`src/rtl/unified_mem_arbiter.sv`:
```
// Arbiter for the single-port unified I/D memory: IF vs MEM-stage D port.
// Define UNIFIED_MEM_ARB_PERF_EN to add the perf_* counter outputs.
module unified_mem_arbiter #(
  parameter int ADDR_W     = 6,
  parameter int MEM_LAT    = 1,
  parameter int MAX_STREAK = 3
) (
  input  logic              clk,
  input  logic              reset,
  input  logic              if_req,
  input  logic [ADDR_W-1:0] if_addr,
  output logic              if_gnt,
  output logic              if_rvalid,
  output logic [31:0]       if_rdata,
  input  logic              d_req,
  input  logic [1:0]        d_re,
  input  logic [1:0]        d_we,
  input  logic              d_unsigned,
  input  logic [ADDR_W-1:0] d_addr,
  input  logic [31:0]       d_wdata,
  output logic              d_gnt,
  output logic              d_rvalid,
  output logic [31:0]       d_rdata,
  output logic [ADDR_W-1:0] mem_addr,
  output logic [1:0]        mem_read,
  output logic [1:0]        mem_write,
  output logic [31:0]       mem_wdata,
  output logic              mem_unsigned,
  output logic              mem_is_fetch,
  input  logic [31:0]       mem_rdata,
  output logic              stall_if,
  output logic              stall_mem
`ifdef UNIFIED_MEM_ARB_PERF_EN
  ,
  output logic [31:0]       perf_conflicts,
  output logic [31:0]       perf_if_wait,
  output logic [31:0]       perf_d_wait
`endif
);

  typedef enum logic [1:0] {IDLE, WAIT, RESP} state_e;

  localparam logic [2:0] LAT_M1 = 3'(MEM_LAT - 1);
  localparam logic [3:0] ST_MAX = 4'(MAX_STREAK);

  state_e            state_q, state_d;
  logic [2:0]        cnt_q, cnt_d;
  logic [3:0]        streak_q, streak_d;
  logic [ADDR_W-1:0] addr_q;
  logic              fetch_q, store_q;
  logic              if_rvalid_q, d_rvalid_q;
  logic [31:0]       if_rdata_q, d_rdata_q;
  logic              d_eff, if_win, grant;

  // A D request with no read or write size is not a request at all.
  assign d_eff  = d_req & ((|d_re) | (|d_we));
  assign if_win = if_req & (~d_eff | (streak_q == ST_MAX));
  assign grant  = reset & (state_q == IDLE) & (if_req | d_eff);
  assign if_gnt = grant & if_win;
  assign d_gnt  = grant & ~if_win;

  always_comb begin
    state_d = state_q;
    cnt_d   = cnt_q;
    case (state_q)
      IDLE: begin
        if (grant) begin
          cnt_d   = LAT_M1;
          state_d = (MEM_LAT == 1) ? RESP : WAIT;
        end
      end
      WAIT: begin
        cnt_d = cnt_q - 3'd1;
        if (cnt_q == 3'd1) state_d = RESP;
      end
      RESP:    state_d = IDLE;
      default: state_d = IDLE;
    endcase
  end

  always_comb begin
    mem_addr     = addr_q;
    mem_is_fetch = fetch_q;
    mem_read     = 2'b00;
    mem_write    = 2'b00;
    mem_wdata    = '0;
    mem_unsigned = 1'b0;
    unique case (1'b1)
      if_gnt: begin
        mem_addr     = if_addr;
        mem_is_fetch = 1'b1;
        mem_read     = 2'b11;
      end
      d_gnt: begin
        mem_addr     = d_addr;
        mem_is_fetch = 1'b0;
        mem_read     = (|d_we) ? 2'b00 : d_re;
        mem_write    = d_we;
        mem_wdata    = d_wdata;
        mem_unsigned = d_unsigned;
      end
      default: ;
    endcase
  end

  always_comb begin
    streak_d = streak_q;
    if (!if_req || if_gnt)
      streak_d = '0;
    else if (d_gnt && streak_q != ST_MAX)
      streak_d = streak_q + 4'd1;
  end

  always_ff @(posedge clk or negedge reset) begin
    if (!reset) begin
      state_q     <= IDLE;
      cnt_q       <= '0;
      streak_q    <= '0;
      addr_q      <= '0;
      fetch_q     <= 1'b0;
      store_q     <= 1'b0;
      if_rvalid_q <= 1'b0;
      d_rvalid_q  <= 1'b0;
      if_rdata_q  <= '0;
      d_rdata_q   <= '0;
    end else begin
      state_q     <= state_d;
      cnt_q       <= cnt_d;
      streak_q    <= streak_d;
      if_rvalid_q <= (state_q == RESP) & fetch_q;
      d_rvalid_q  <= (state_q == RESP) & ~fetch_q;
      if (grant) begin
        addr_q  <= mem_addr;
        fetch_q <= if_win;
        store_q <= ~if_win & (|d_we);
      end
      if (state_q == RESP) begin
        if (fetch_q)
          if_rdata_q <= mem_rdata;
        else if (!store_q)
          d_rdata_q <= mem_rdata;
      end
    end
  end

  assign if_rvalid = if_rvalid_q;
  assign d_rvalid  = d_rvalid_q;
  assign if_rdata  = if_rdata_q;
  assign d_rdata   = d_rdata_q;
  // Stalls are forced low while reset is asserted.
  assign stall_if  = reset & if_req & ~if_rvalid_q;
  assign stall_mem = reset & d_eff & ~d_rvalid_q;

`ifdef UNIFIED_MEM_ARB_PERF_EN
  logic [31:0] conf_q, ifw_q, dw_q;

  always_ff @(posedge clk or negedge reset) begin
    if (!reset) begin
      conf_q <= '0;
      ifw_q  <= '0;
      dw_q   <= '0;
    end else begin
      conf_q <= conf_q + {31'b0, (state_q == IDLE) & if_req & d_eff};
      ifw_q  <= ifw_q + {31'b0, stall_if};
      dw_q   <= dw_q + {31'b0, stall_mem};
    end
  end

  assign perf_conflicts = conf_q;
  assign perf_if_wait   = ifw_q;
  assign perf_d_wait    = dw_q;
`endif

endmodule

```
`config.mk`:
```
export PLATFORM = sky130hd
export DESIGN_NAME = unified_mem_arbiter
export DESIGN_NICKNAME = d
export VERILOG_FILES = /design/src/rtl/unified_mem_arbiter.sv
export SDC_FILE = /design/constraint.sdc
export NUM_CORES = 1
export LEC_CHECK = 0
export ABC_AREA = 0
export BUFFER_PORTS_ARGS = -buffer_cell sky130_fd_sc_hd__clkbuf_2
export CAP_MARGIN = 25
export CORE_ASPECT_RATIO = 1.25
export CORE_MARGIN = 5
export CORE_UTILIZATION = 44
export DETAILED_ROUTE_END_ITERATION = 12
export MAX_ROUTING_LAYER = met4
export PLACE_DENSITY = 0.8
export REMOVE_ABC_BUFFERS = 1
export SYNTH_ARGS = -nofsm -noshare
export SYNTH_HDL_FRONTEND = slang
export SYNTH_SLANG_ARGS = --single-unit
```
`constraint.sdc`:
```
create_clock -name clk -period 5.29 [get_ports clk]
set_clock_uncertainty 0.1 [all_clocks]
set_input_delay 0 -clock clk [delete_from_list [all_inputs] [get_ports clk]]
set_output_delay 0 -clock clk [all_outputs]
set_load 0.05 [all_outputs]
```
### Word-level counts from Yosys, hierarchy flattened

Index checks and enable logic that the tools add are counted.
Widths: inputs -> output; s select.

| word-level totals | value |
|---|---|
| register bits after elaboration | 83 |
| input bits | 85 |
| output and inout port bits | 114 |
| word-level logic and storage cells | 67 |

| operators by class | value |
|---|---|
| add/sub/neg operators | 2 |
| eq/ne operators | 7 |
| muxes and demuxes | 14 |
| bitwise operators | 22 |
| reductions and logical operators | 12 |

Operators with widths:

| cell | count |
|---|---|
| $mux 32 | 1 |
| $and 1x1->1 | 13 |
| $pmux 6 s2 | 1 |
| $mux 2 | 4 |
| $mux 4 | 2 |
| $pmux 2 s2 | 2 |
| $not 1->1 | 6 |
| $pmux 3 s2 | 1 |
| $reduce_and 2->1 | 3 |
| $add 4x1->4 const B | 1 |
| $eq 4x2->1 const B | 1 |
| $ne 2x2->1 const B | 2 |
| $ne 4x2->1 const B | 1 |
| $reduce_bool 2->1 | 2 |
| $reduce_or 2->1 | 2 |
| $eq 3x1->1 const B | 1 |
| $mux 3 | 1 |
| $or 1x1->1 | 3 |
| $reduce_and 3->1 | 1 |
| $sub 3x1->3 const B | 1 |
| $eq 2x1->1 const B | 1 |
| $eq 2x2->1 const B | 1 |
| $logic_not 2->1 | 1 |
| $pmux 1 s2 | 1 |
| other kinds (4) | 4 |

### Depth between registers and ports, before layout

Gate-level depths: netlist of the first run.

| logic depth | value |
|---|---|
| depth in word-level cells | 11 |
| gate-level depth with buffers | 6 |
| depth with buffers taken out | 4 |

### Worst setup path after synthesis of the first run

OpenSTA, ideal clock, no wires.

| path | value |
|---|---|
| path type | register to output |
| start point | reg streak_q[0] |
| end point | out mem_wdata[23] |
| arrival | 2,223 ps |
| data required time | 5,190 ps |
| setup slack | 2,967 ps |
| stages on the path, launching flop included | 6 |
| path buffers | 1 |
| cells stage by stage | dfrtp_1 -> ha_1 -> nor3b_1 -> a211oi_1 -> clkbuf_1 -> and2_1 |

| on the way | value |
|---|---|
| word-level cells in the longest chain between the ends | 6 |

Ends and longest elaborated chain:

| element | line | source |
|---|---|---|
| start, declared | 48 | `logic [3:0] streak_q, streak_d;` |
| start signal, assigned | 129 | `streak_q <= streak_d;` |
| $eq 4x2->1 | 57 | `assign if_win = if_req & (~d_eff \| (streak_q == ST_MAX));` |
| $or 1x1->1 | 57 |  |
| $and 1x1->1 | 57 |  |
| $not 1->1 | 60 | `assign d_gnt = grant & ~if_win;` |
| $and 1x1->1 | 60 |  |
| via d_gnt | 21 | `output logic d_gnt,` |
| $mux 32 | 88 | `unique case (1'b1)` |
| end, declared | 27 | `output logic [31:0] mem_wdata,` |

The timed path passes the listed nets, and every way through them passes these cells.

### Worst setup path in the final report of the first run

| path | value |
|---|---|
| start point | in reset |
| end point | out mem_addr[5] |

| on the way | value |
|---|---|
| word-level cells in the longest chain between the ends | 4 |
| elaborated cells on any way between the ends | 5 |
| classes of those cells | 1 x mux; 4 x bitwise |

Ends and longest elaborated chain:

| element | line | source |
|---|---|---|
| start, declared | 9 | `input logic reset,` |
| $and 1x1->1 (*) (2 in series) | 58 | `assign grant = reset & (state_q == IDLE) & (if_req \| d_eff);` |
| $and 1x1->1 (on tied branches) | 60, 59 |  |
| $pmux 6 s2 (*) | 88 |  |
| end, declared | 24 | `output logic [ADDR_W-1:0] mem_addr,` |

Every way passes the cells marked *; elsewhere a longest branch is shown, timed or not.

==> run summary, run 1 <==
The root buffer cell chosen for the clock tree is sky130_fd_sc_hd__clkbuf_8. The tools report the share of synthesized area occupied by flip-flops and latches as 0.5690. Number of antenna violations at the first check in global routing: 0. The total power per unit cell area is 525.5 nW/um2, and the die extent in y is 109.4 um. At the worst endpoint, the arrival time is 3.08 ns. The net count of the finished layout is 594.

Based on the critical path, the design can be clocked at up to 314.5 MHz. The number of buffers and inverters on the critical path was 5. The area fraction of the dominant cell type after synthesis works out to 0.5690. Minimum period implied by the final worst setup slack: 3.180 ns. For the via count, the log shows 3103. The synthesized design contains 0 enable-type register cells. The startpoint identified for the worst register-to-register timing path is streak_q[0]$_DFFE_PN0P_. At the worst endpoint, the required time is 5.19 ns. Delay of the slowest cell on the worst path: 0.64 ns. The tools report the worst max-slew margin expressed relative to the limit as 0.5310. The Yosys step of the flow raised 0 warnings.

Largest driver fanout on the critical path: 80. The power consumption came out at 2.774 mW. Cell occurring most often along the worst timing path: sky130_fd_sc_hd__dlygate4sd3_1.

The number of endpoints with negative hold slack in the final report was 0; the synthesis-to-finish area growth was 51.93%. The count of inserted antenna diode cells was 0; the final setup violation count was 0. The effective utilization at floorplan is 0.4485, and the summed negative setup slack over all endpoints is 0 ns. The total wire length was 10.27 mm. At the later pin of the worst-skew pair, clock insertion delay measures 0.34 ns. The synthesized design contains 79 register bits. The die covers 9785 um2. The most used flip-flop cell after synthesis is sky130_fd_sc_hd__dfrtp_1. The clock sink total is 79, and the share of post-route cells with drive strength above 1 is 0.5692. In this run the deepest clock path goes through 2 buffers.

For the pin with the worst max-slew slack, the measured transition is 0.7013 ns. The count of maximum capacitance violations was 0; the count of cell types in the netlist was 35. For this run, design rule violations remaining after detail routing come to 0. The run gives 4 as the first-pass iteration count of the detailed router. The tools report the cell count after placement as 541. TritonCTS built the clock tree.

The biggest area contributor in the post-synthesis netlist is sky130_fd_sc_hd__dfrtp_1. The die is 89.48 um wide. Final critical-path share of the clock period: 0.6011. Once detail routing completed, the nets flagged for antenna violations numbered 0.

After detailed routing, the number of vias per cell comes to 5.104. The mapped netlist covers 3475 um2. The run finished with clean final reports. Row generation in the floorplan step produced 36 rows. At the end of routability-driven placement, the weighted congestion stood at 0.7803. During I/O placement, the number of pins put on the boundary was 199. The path class of the lowest-slack min-delay path was in2reg.

The clock tree synthesis step divided the H-tree into 3 levels. The commonest cells after synthesis are sky130_fd_sc_hd__dfrtp_1 (79), sky130_fd_sc_hd__mux2_2 (63), sky130_fd_sc_hd__and2_1 (35). The tools report the launch point of the critical path as reset. The number of max-slew violations in the final report is 0, and the fraction of synthesis flops using an asynchronous set or reset pin is 1.000. The via count of the first global-routing pass came out at 3205.

On the critical path the largest part of the delay comes from buffers and inverters. Dividing the detail-routed wire length by the instance count gives 16.89 um. The kind of capture point of the worst setup path is an output pin. Across the VDD grid, the largest voltage drop is 495.1 uV.

Slowest stage cell on the critical path: sky130_fd_sc_hd__a211oi_4. Post-cts gate resize count: 0. In this run, the number of DRC markers left after iteration 0 of detailed routing was 88. Synthesis handed over a netlist of 261 instances. The logs give 7747 um2 for the core footprint and 86 for the largest net degree at the start of global routing.

The most used standard cell by instance count after synthesis is sky130_fd_sc_hd__dfrtp_1. The worst hold path begins at d_req. The critical path goes through dlygate4sd3_1 > dlygate4sd3_1 > buf_4 > buf_16 > nand2b_1 > a211oi_4 > a221o_1 > clkbuf_2. TritonCTS created 9 clock buffers. For the aggregate global-route resource usage, the log shows 0.2166.

The kind of critical path is in2out. After clock tree synthesis, the clock-pin slew on the worst setup and hold paths is 0.07 ns. In the post-synthesis netlist, the biggest area contributors are sky130_fd_sc_hd__dfrtp_1 (57%), sky130_fd_sc_hd__mux2_2 (20%), sky130_fd_sc_hd__and2_1 (6.3%), sky130_fd_sc_hd__a221o_1 (2.0%), sky130_fd_sc_hd__a221o_2 (1.6%). For this design the static power due to leakage is 2.676 nW. Detailed placement ended at an HPWL of 7.017 mm. The count of buffers inserted at the top-level ports works out to 198. STA classifies the critical path startpoint as an input port. The finished layout holds 608 standard cells, fillers aside. After global routing the overflow that remains totals 0. The first global-routing pass estimated 15.70 mm of wire. In this run the mean area of a mapped cell was 13.31 um2. Setup repair after global routing left no endpoint under its margin.
## registers in the layout, summed over array words and instances, names as in the netlist
| signal | flops |
|---|---|
| store_q | 1 |
| fetch_q | 1 |
| if_rdata | 32 |
| addr_q | 6 |
| streak_q | 4 |
| d_rdata | 32 |
| d_rvalid | 1 |
| state_q | 1 |
| if_rvalid | 1 |
## through the flow
stage	setup slack, ns	utilization	hold slack (ns)	cell area [um2]
2_1_floorplan	0.5785	-	-0.3956	3393
3_3_place_gp	2.806	0.5864	0.1166	4543
3_5_place_dp	2.660	0.5864	0.1386	4543
4_1_cts	2.118	0.6765	0.002023	5241
5_1_grt	1.852	0.6814	0.04298	5279
6_report	2.110	0.6814	0.01764	5279
## worst paths after layout
kind | end | slack [ns] | depth (start not counted)
setup / recovery | mem_addr[5] | 2.11 | 8
hold / removal | streak_q[3]$_DFFE_PN0P_ | 0.02 | 4
setup reg to reg | addr_q[1]$_DFFE_PN0P_ | 2.55 | 5
hold reg to reg | d_rvalid$_DFF_PN0_ | 0.38 | 1
max in group asynchronous | addr_q[4]$_DFFE_PN0P_ | 4.07 | 4
min in group asynchronous | d_rdata[16]$_DFFE_PN0P_ | 0.45 | 3
## worst min-delay path, stage by stage
cell and delay (ns):
sky130_fd_sc_hd__clkbuf_2 0.10, sky130_fd_sc_hd__o41ai_2 0.12, sky130_fd_sc_hd__or4_1 0.13, sky130_fd_sc_hd__a31oi_1 0.07
## placed cells by master, fill, tap and decap left out, drive strengths merged, types with 2 or more instances in the layout
master,instances
or4,2
a211oi,8
o21ai,2
clkbuf,209
nand3,2
dlygate4sd3,50
nor2,2
a21oi,4
nor2b,3
inv,10
nor3b,2
buf,5
nand2,7
and2,35
a221o,12
clkinv,2
mux2,64
dfrtp,79
## routing by layer
layer	share of wire	GRT usage	vias up
met5	0	-	-
li1	-	-	1417
met3	0.090	0.05547	21
met2	0.50	0.3514	170
met1	0.39	0.2574	1495
met4	0.021	0.08404	0
## where the power goes
group	internal (mW)	leakage [nW]	switching [mW]	total [mW]
clock network	0.246	0.107	0.213	0.459
registers	0.809	0.946	0.117	0.926
logic	0.372	1.62	1.02	1.39
## area by class of cell
| class | instances | area [um2] |
|---|---|---|
| clock buffer | 12 | 155.1 |
| clock inverter | 4 | 52.55 |
| fill | 577 | 2469 |
| inverter | 9 | 33.78 |
| multi-input combinational | 157 | 1398 |
| sequential | 79 | 1977 |
| tap | 95 | 118.9 |
| timing repair buffer | 252 | 1544 |
## repair_timing
| item | 4_1_cts | 5_1_grt |
|---|---|---|
| hold buffers | 49 | 1 |
| endpoints found under the hold margin | 154 | 5 |
| setup buffers | 0 | 0 |
## cells by family (layout without fill, tap and decap cells)
| group | count (synthesis) | after routing | synth area share |
|---|---|---|---|
| buffers and inverters | 25 | 277 | 0.03313 |
| adders and majority gates | 1 | 1 | 0.003600 |
| and+or+nand+nor | 60 | 60 | 0.1037 |
| muxes | 64 | 64 | 0.2074 |
| AOI/OAI and AO/OA | 31 | 31 | 0.08067 |
| xor gates and xnor gates | 1 | 1 | 0.002521 |
| DFF | 79 | 79 | 0.5690 |
Power figures use the tool's default switching activity.
==> inputs of run 2 (changes only) <==
clock period = 3.18 ns   (was 5.29 ns; I/O delays follow)
==> run summary, run 2 (synthesized netlist as in run 1, its figures left out) <==
After legalization and detailed placement, the total HPWL measured 7.059 mm. Measured along the x axis, the die boundary spans 89.48 um. At the end of routability-driven placement, the weighted congestion stood at 0.8097. For the clock latency reported for the late side of the worst-skew pair, the log shows 0.33 ns. The library cell used most frequently in the layout, excluding fill and tap cells, is sky130_fd_sc_hd__clkbuf_2. Static timing analysis puts the maximum clock frequency at 369.8 MHz. Number of post-CTS setup repair buffers: 0. Die extent in y: 109.4 um. The worst hold path begins at d_wdata[19]. Clock-pin slew was measured on the worst setup and hold paths at 0.07 ns. The tightest min-delay check is of the in2out type. TritonCTS built the clock tree.

At the pin with the least slew margin, the transition time is 0.7884 ns. The logs give 0 ns for the summed negative setup slack over all endpoints and 608 for the final non-filler cell total. Port buffering added 198 buffers.

The region available for standard cell placement spans 7747 um2. Along the worst path, the maximum fanout reaches 15. The run gives 9 as the TritonCTS buffer count.

For the aggregate global-route resource usage, the log shows 0.2232. Across the whole layout, storage elements account for 1977 um2. The clock sink total came out at 79. The worst register-to-register path has a setup slack of 0.49 ns. In the routed layout, each cell is associated on average with a via count of 5.043. Dividing total power by cell area gives a power density of 866.8 nW/um2. The synthesis-to-finish area growth was 50.95%. The tools report the sink of the worst hold path as mem_wdata[19]. The count of inserted antenna diode cells came out at 0. In this run the critical register-to-register path is launched from streak_q[0]$_DFFE_PN0P_. The logs give 2.60 ns for the data arrival time of the worst path and 0.8427 ns for the worst setup slack before clock tree synthesis. The H-tree was split into 3 levels. The tools report the library cell used as clock root buffer as sky130_fd_sc_hd__clkbuf_8. The worst vdd rail ir drop was 787.2 uV. The logs give 66 for the largest net degree at the start of global routing and 36 for the standard-cell row count. The overall overflow remaining after global route came out at 0. For the effective utilization at floorplan, the log shows 0.4485. Including well taps, the total number of placed cells is 542. The number of endpoints with negative hold slack in the final report came out at 0. The run gives 16.14 mm as the first-pass GRT wire length. The number of fill cells in the layout is 562.

The tools report the area enclosed by the die boundary as 9785 um2. The first routing iteration left 110 violations. Utilization after layout: 0.6770.

The kind of critical path was reg2out. The final layout contains 594 nets. The final critical-path share of the clock period works out to 0.8504. The total wire length was 10.25 mm.

The logs give 2.654 nW for the cell leakage power and 2 for the buffer depth of the longest clock path. Setup repair after global routing left no endpoint under its margin. The share of post-route cells with drive strength above 1 was 0.5712.

For the worst setup path, the data required time is 3.08 ns. Max-cap violations in this run came to 0. The tools report the via count as 3066. Before antenna repair, the detailed router went through 4 iterations.

In the routed design, unresolved DRC markers number 0. The flow ran to the end, and the final reports show no timing, DRC or antenna violations. Terminus of the critical flop-to-flop path: addr_q[5]$_DFFE_PN0P_.

In this run the remaining antenna-violating nets after routing total 0. The top cell types in the final layout, fill and taps aside, are sky130_fd_sc_hd__clkbuf_2 (197), sky130_fd_sc_hd__dfrtp_1 (79), sky130_fd_sc_hd__mux2_2 (63). The tools report the kind of capture point of the worst setup path as an output pin.

The tools report the area of combinational cells with multiple inputs as 1398 um2. Depth of the most critical reg-to-reg path: 5. The tools report the number of max-slew violations in the final report as 0.

The routed wirelength normalized by instance count was 16.86 um; the via count of the first global-routing pass was 3227. 199 I/O pins were placed. The number of antenna violations at the first check in global routing came out at 0. The worst hold path stage count is 3, and the worst setup margin is 0.4757 ns.

The worst max-slew margin expressed relative to the limit is 0.4744, and the minimum period implied by the final worst setup slack is 2.704 ns. Total power for the finished layout comes to 4.546 mW. Setup violations remaining at the end of the flow were counted as 0. Type of element launching the critical path: a flip-flop.
run 2: cell types whose count changed in the layout (fill, tap and decap cells not counted):
cell and change:
sky130_fd_sc_hd__buf_4 +1, sky130_fd_sc_hd__clkinvlp_4 +2, sky130_fd_sc_hd__clkbuf_8 +1, sky130_fd_sc_hd__buf_16 -1, sky130_fd_sc_hd__bufinv_16 -1, sky130_fd_sc_hd__clkbuf_1 -1
sky130_fd_sc_hd__inv_6 -1
run 2: worst max-delay path by stage:
| stage | startpoint | to | slack [ns] | cells after the start |
|---|---|---|---|---|
| after global routing | streak_q[0]$_DFFE_PN0P_ | mem_addr[4] | 0.30 | 5 |
| after detailed placement | streak_q[0]$_DFFE_PN0P_ | mem_addr[5] | 0.84 | 5 |
| after floorplan | streak_q[0]$_DFFE_PN0P_ | mem_addr[0] | -1.53 | 4 |
| final | streak_q[0]$_DFFE_PN0P_ | mem_addr[4] | 0.48 | 5 |
| after CTS | streak_q[0]$_DFFE_PN0P_ | mem_addr[5] | 0.45 | 5 |
| after global placement | streak_q[0]$_DFFE_PN0P_ | mem_addr[1] | 0.90 | 5 |
run 2: layout make-up:
type | instances | share of cell area
timing repair buffer | 252 | 0.2906
sequential | 79 | 0.3769
tap | 95 | 0.02266
clock buffer | 12 | 0.03149
inverter | 9 | 0.006441
multi-input combinational | 157 | 0.2665
clock inverter | 4 | 0.005487
run 2: power by group:
part	switching [mW]	internal, mW
clock	0.356	0.348
combinational	1.69	0.615
sequential	0.196	1.35
total	2.24	2.31
run 2: metal layers:
| layer | wire length, um | track usage | vias up |
|---|---|---|---|
| met4 | 197 | 0.07447 | 0 |
| met2 | 5191 | 0.3757 | 167 |
| li1 | - | - | 1422 |
| met5 | 0 | - | - |
| met1 | 3810 | 0.2545 | 1462 |
| met3 | 1054 | 0.06297 | 15 |
run 2: what timing repair did:
item,in CTS,in global routing
endpoints found under the hold margin,91,0
hold buffers,50,0
resized for setup,0,0
run 2: through the flow:
| stage | instance area, um2 | hold WS (ns) |
|---|---|---|
| after floorplan | 3393 | -0.3956 |
| after global placement | 4551 | -0.2043 |
| after detailed placement | 4551 | -0.1987 |
| after CTS | 5245 | 0.3089 |
| after global routing | 5245 | 0.3315 |
| final | 5245 | 0.3207 |
run 2: worst max-delay path, stage by stage (launching register included):
cell                       delay [ns]
sky130_fd_sc_hd__dfrtp_1         0.39
sky130_fd_sc_hd__ha_1            0.20
sky130_fd_sc_hd__or3b_2          0.50
sky130_fd_sc_hd__a211oi_4        0.63
sky130_fd_sc_hd__a221o_1         0.27
sky130_fd_sc_hd__clkbuf_2        0.28
==> inputs of run 3 (changes only) <==
CTS_CLUSTER_DIAMETER = 200   (was unset)
MAX_ROUTING_LAYER = unset   (was met4)
==> run summary, run 3 (synthesized netlist as in run 1, its figures left out) <==
The logs give 0 for the overall overflow remaining after global route and 594 for the number of nets at the end of the flow. The met3 track demand over resource was 0.06897. The routed wirelength normalized by instance count was 16.86 um; the top achievable clock speed was 368.1 MHz.

The number of endpoints with negative hold slack in the final report was 0. The I/O pin count is 199, and the count of inserted antenna diode cells is 0. Hold is met by 0.3208 ns. The power dissipated by switching net loads is 2.239 mW. Setup repair after global routing left no endpoint under its margin. Across all setup checks in the final design, the least slack found is 0.4634 ns.

Buffers inserted during clock tree synthesis total 9. The global routing met2 resource utilization was 0.3757; the minimum period implied by the final worst setup slack was 2.717 ns. The internal portion of the total power is 2.308 mW. In this run, post-CTS repair resized a total of 0 instances. The DRC violation count after routing came out at 0.

From left edge to right edge, the die measures 89.48 um. The number of setup buffers added after CTS is 0. For the aggregate global-route resource usage, the log shows 0.2169. The area enclosed by the die boundary was 9785 um2; the clock network fraction of total power was 0.155.

Entering global routing, the biggest net connects 66 pins. Final critical-path share of the clock period: 0.8543. The die is 109.4 um tall.

At the end of routability-driven placement, the weighted congestion stood at 0.7983. Counting every sink on the clock net gives 79. The depth of the most critical reg-to-reg path is 5.

The tools report the utilization after layout as 0.6770. Clock latency reported for the late side of the worst-skew pair: 0.34 ns. The logs give 107 for the initial detailed-routing violation count and 0 for the final setup violation count. The tool flagged a number of max-cap violations equal to 0. In the layout the commonest cells are sky130_fd_sc_hd__clkbuf_2 (197), sky130_fd_sc_hd__dfrtp_1 (79), sky130_fd_sc_hd__mux2_2 (63).

The worst max-slew margin expressed relative to the limit came out at 0.4684. For this block, the routed nets add up to 10.25 mm of wire. STA puts the critical path data required time at 3.08 ns. Kind of critical path: reg2out. The worst vdd rail ir drop came out at 787.2 uV. After clock tree synthesis, the clock-pin slew on the worst setup and hold paths is 0.08 ns. The floorplan has 36 rows.

For the buffer depth of the longest clock path, the log shows 2. The path class of the lowest-slack min-delay path is in2out. The startpoint identified for the worst hold timing path is d_wdata[19]. The switching fraction of total power is 0.4923. The HPWL after detailed placement is 7.059 mm. The transition time at the pin with the least slew margin came out at 0.7973 ns. TritonCTS built the clock tree. The share of post-route cells with drive strength above 1 works out to 0.5712. Share of total power in sequential cells: 0.339.

The largest driver fanout on the critical path is 15. For hold timing, the worst endpoint is mem_wdata[19]. The worst hold path stage count works out to 3. The layer flagged by global routing as most heavily used is met2. The tools report the terminus of the critical flop-to-flop path as addr_q[5]$_DFFE_PN0P_. The count of buffers inserted at the top-level ports came out at 198.

The floorplan step defined a core boundary enclosing 7747 um2. Compared with the post-synthesis result, the final layout area differs by 50.95%. Timing analysis after detailed placement gives a worst setup slack of 0.8427 ns. For the worst setup path, the data arrival time is 2.62 ns. The worst register-to-register path begins at streak_q[0]$_DFFE_PN0P_. The logs give 3230 for the via count of the first global-routing pass and 0 for the number of antenna violations at the first check in global routing.

The via count normalized by instance count is 5.084, and the depth of the CTS H-tree is 3. The effective utilization at floorplan is 0.4485. The first-pass GRT wire length was 16.14 mm. The most common cell after layout, fill and taps aside was sky130_fd_sc_hd__clkbuf_2.

The library cell used as clock root buffer was sky130_fd_sc_hd__clkbuf_8. The run gives 0.2501 as the met1 demand-to-capacity share in global routing. The cell leakage power is 2.654 nW. The number of max-slew violations in the final report is 0. The via count came out at 3091. The tools report the first-pass iteration count of the detailed router as 4. The tools report the residual antenna-violating net count after detailed routing as 0. STA classifies the critical path startpoint as a flip-flop. The flow ran to the end, and the final reports show no timing, DRC or antenna violations.

STA classifies the critical path endpoint as an output pin. The combinational share of power was 0.506; the total power per unit cell area was 866.9 nW/um2. The worst register-to-register path has a setup slack of 0.48 ns.
==> run 3: worst max path at each step <==
| stage | from | to | slack [ns] | cells after the start |
|---|---|---|---|---|
| 2_1_floorplan | streak_q[0]$_DFFE_PN0P_ | mem_addr[0] | -1.53 | 4 |
| 3_3_place_gp | streak_q[0]$_DFFE_PN0P_ | mem_addr[1] | 0.90 | 5 |
| 3_5_place_dp | streak_q[0]$_DFFE_PN0P_ | mem_addr[5] | 0.84 | 5 |
| 4_1_cts | streak_q[0]$_DFFE_PN0P_ | mem_addr[5] | 0.45 | 5 |
| 5_1_grt | streak_q[0]$_DFFE_PN0P_ | mem_addr[4] | 0.30 | 5 |
| 6_report | streak_q[0]$_DFFE_PN0P_ | mem_addr[4] | 0.46 | 5 |
==> run 3: cell type report <==
class	count	area, um2
Clock buffer	12	165.2
Clock inverter	4	28.78
Fill cell	562	2502
Inverter	9	33.78
Multi-Input combinational cell	157	1398
Sequential cell	79	1977
Tap cell	95	118.9
Timing Repair Buffer	252	1524
==> run 3: layer usage <==
metal  vias up  share of wire
met5         -              0
met4         0          0.019
met3        16           0.12
met2       173           0.50
met1      1486           0.36
li1       1416              -
==> run 3: power by group through the flow <==
stage / clock network [mW] / logic, mW / registers (mW)
floorplan: 0 / 0.530 / 2.67
global placement: 0 / 2.20 / 1.52
detailed placement: 0 / 2.24 / 1.54
CTS: 0.728 / 2.30 / 1.52
global route: 0.772 / 2.42 / 1.58
finish: 0.705 / 2.30 / 1.54
==> run 3: worst max-delay path, cell delays in order, from the launching register on <==
cell and delay, ns:
sky130_fd_sc_hd__dfrtp_1 0.39, sky130_fd_sc_hd__ha_1 0.20, sky130_fd_sc_hd__or3b_2 0.50, sky130_fd_sc_hd__a211oi_4 0.63, sky130_fd_sc_hd__a221o_1 0.27, sky130_fd_sc_hd__clkbuf_2 0.28
==> run 3: through the flow <==
step / area [um2] / total power, mW / setup TNS (ns) / instances
finish: 5245 / 4.547 / 0 / 608
global placement: 4551 / 3.726 / 0 / 542
floorplan: 3393 / 3.200 / -68.81 / 245
CTS: 5245 / 4.555 / 0 / 608
detailed placement: 4551 / 3.782 / 0 / 542
global route: 5245 / 4.768 / 0 / 608
==> run 3: repair_timing <==
action | CTS | global route
hold endpoints to repair | 91 | 0
setup endpoints to repair | 0 | 0
hold buffers | 50 | 0
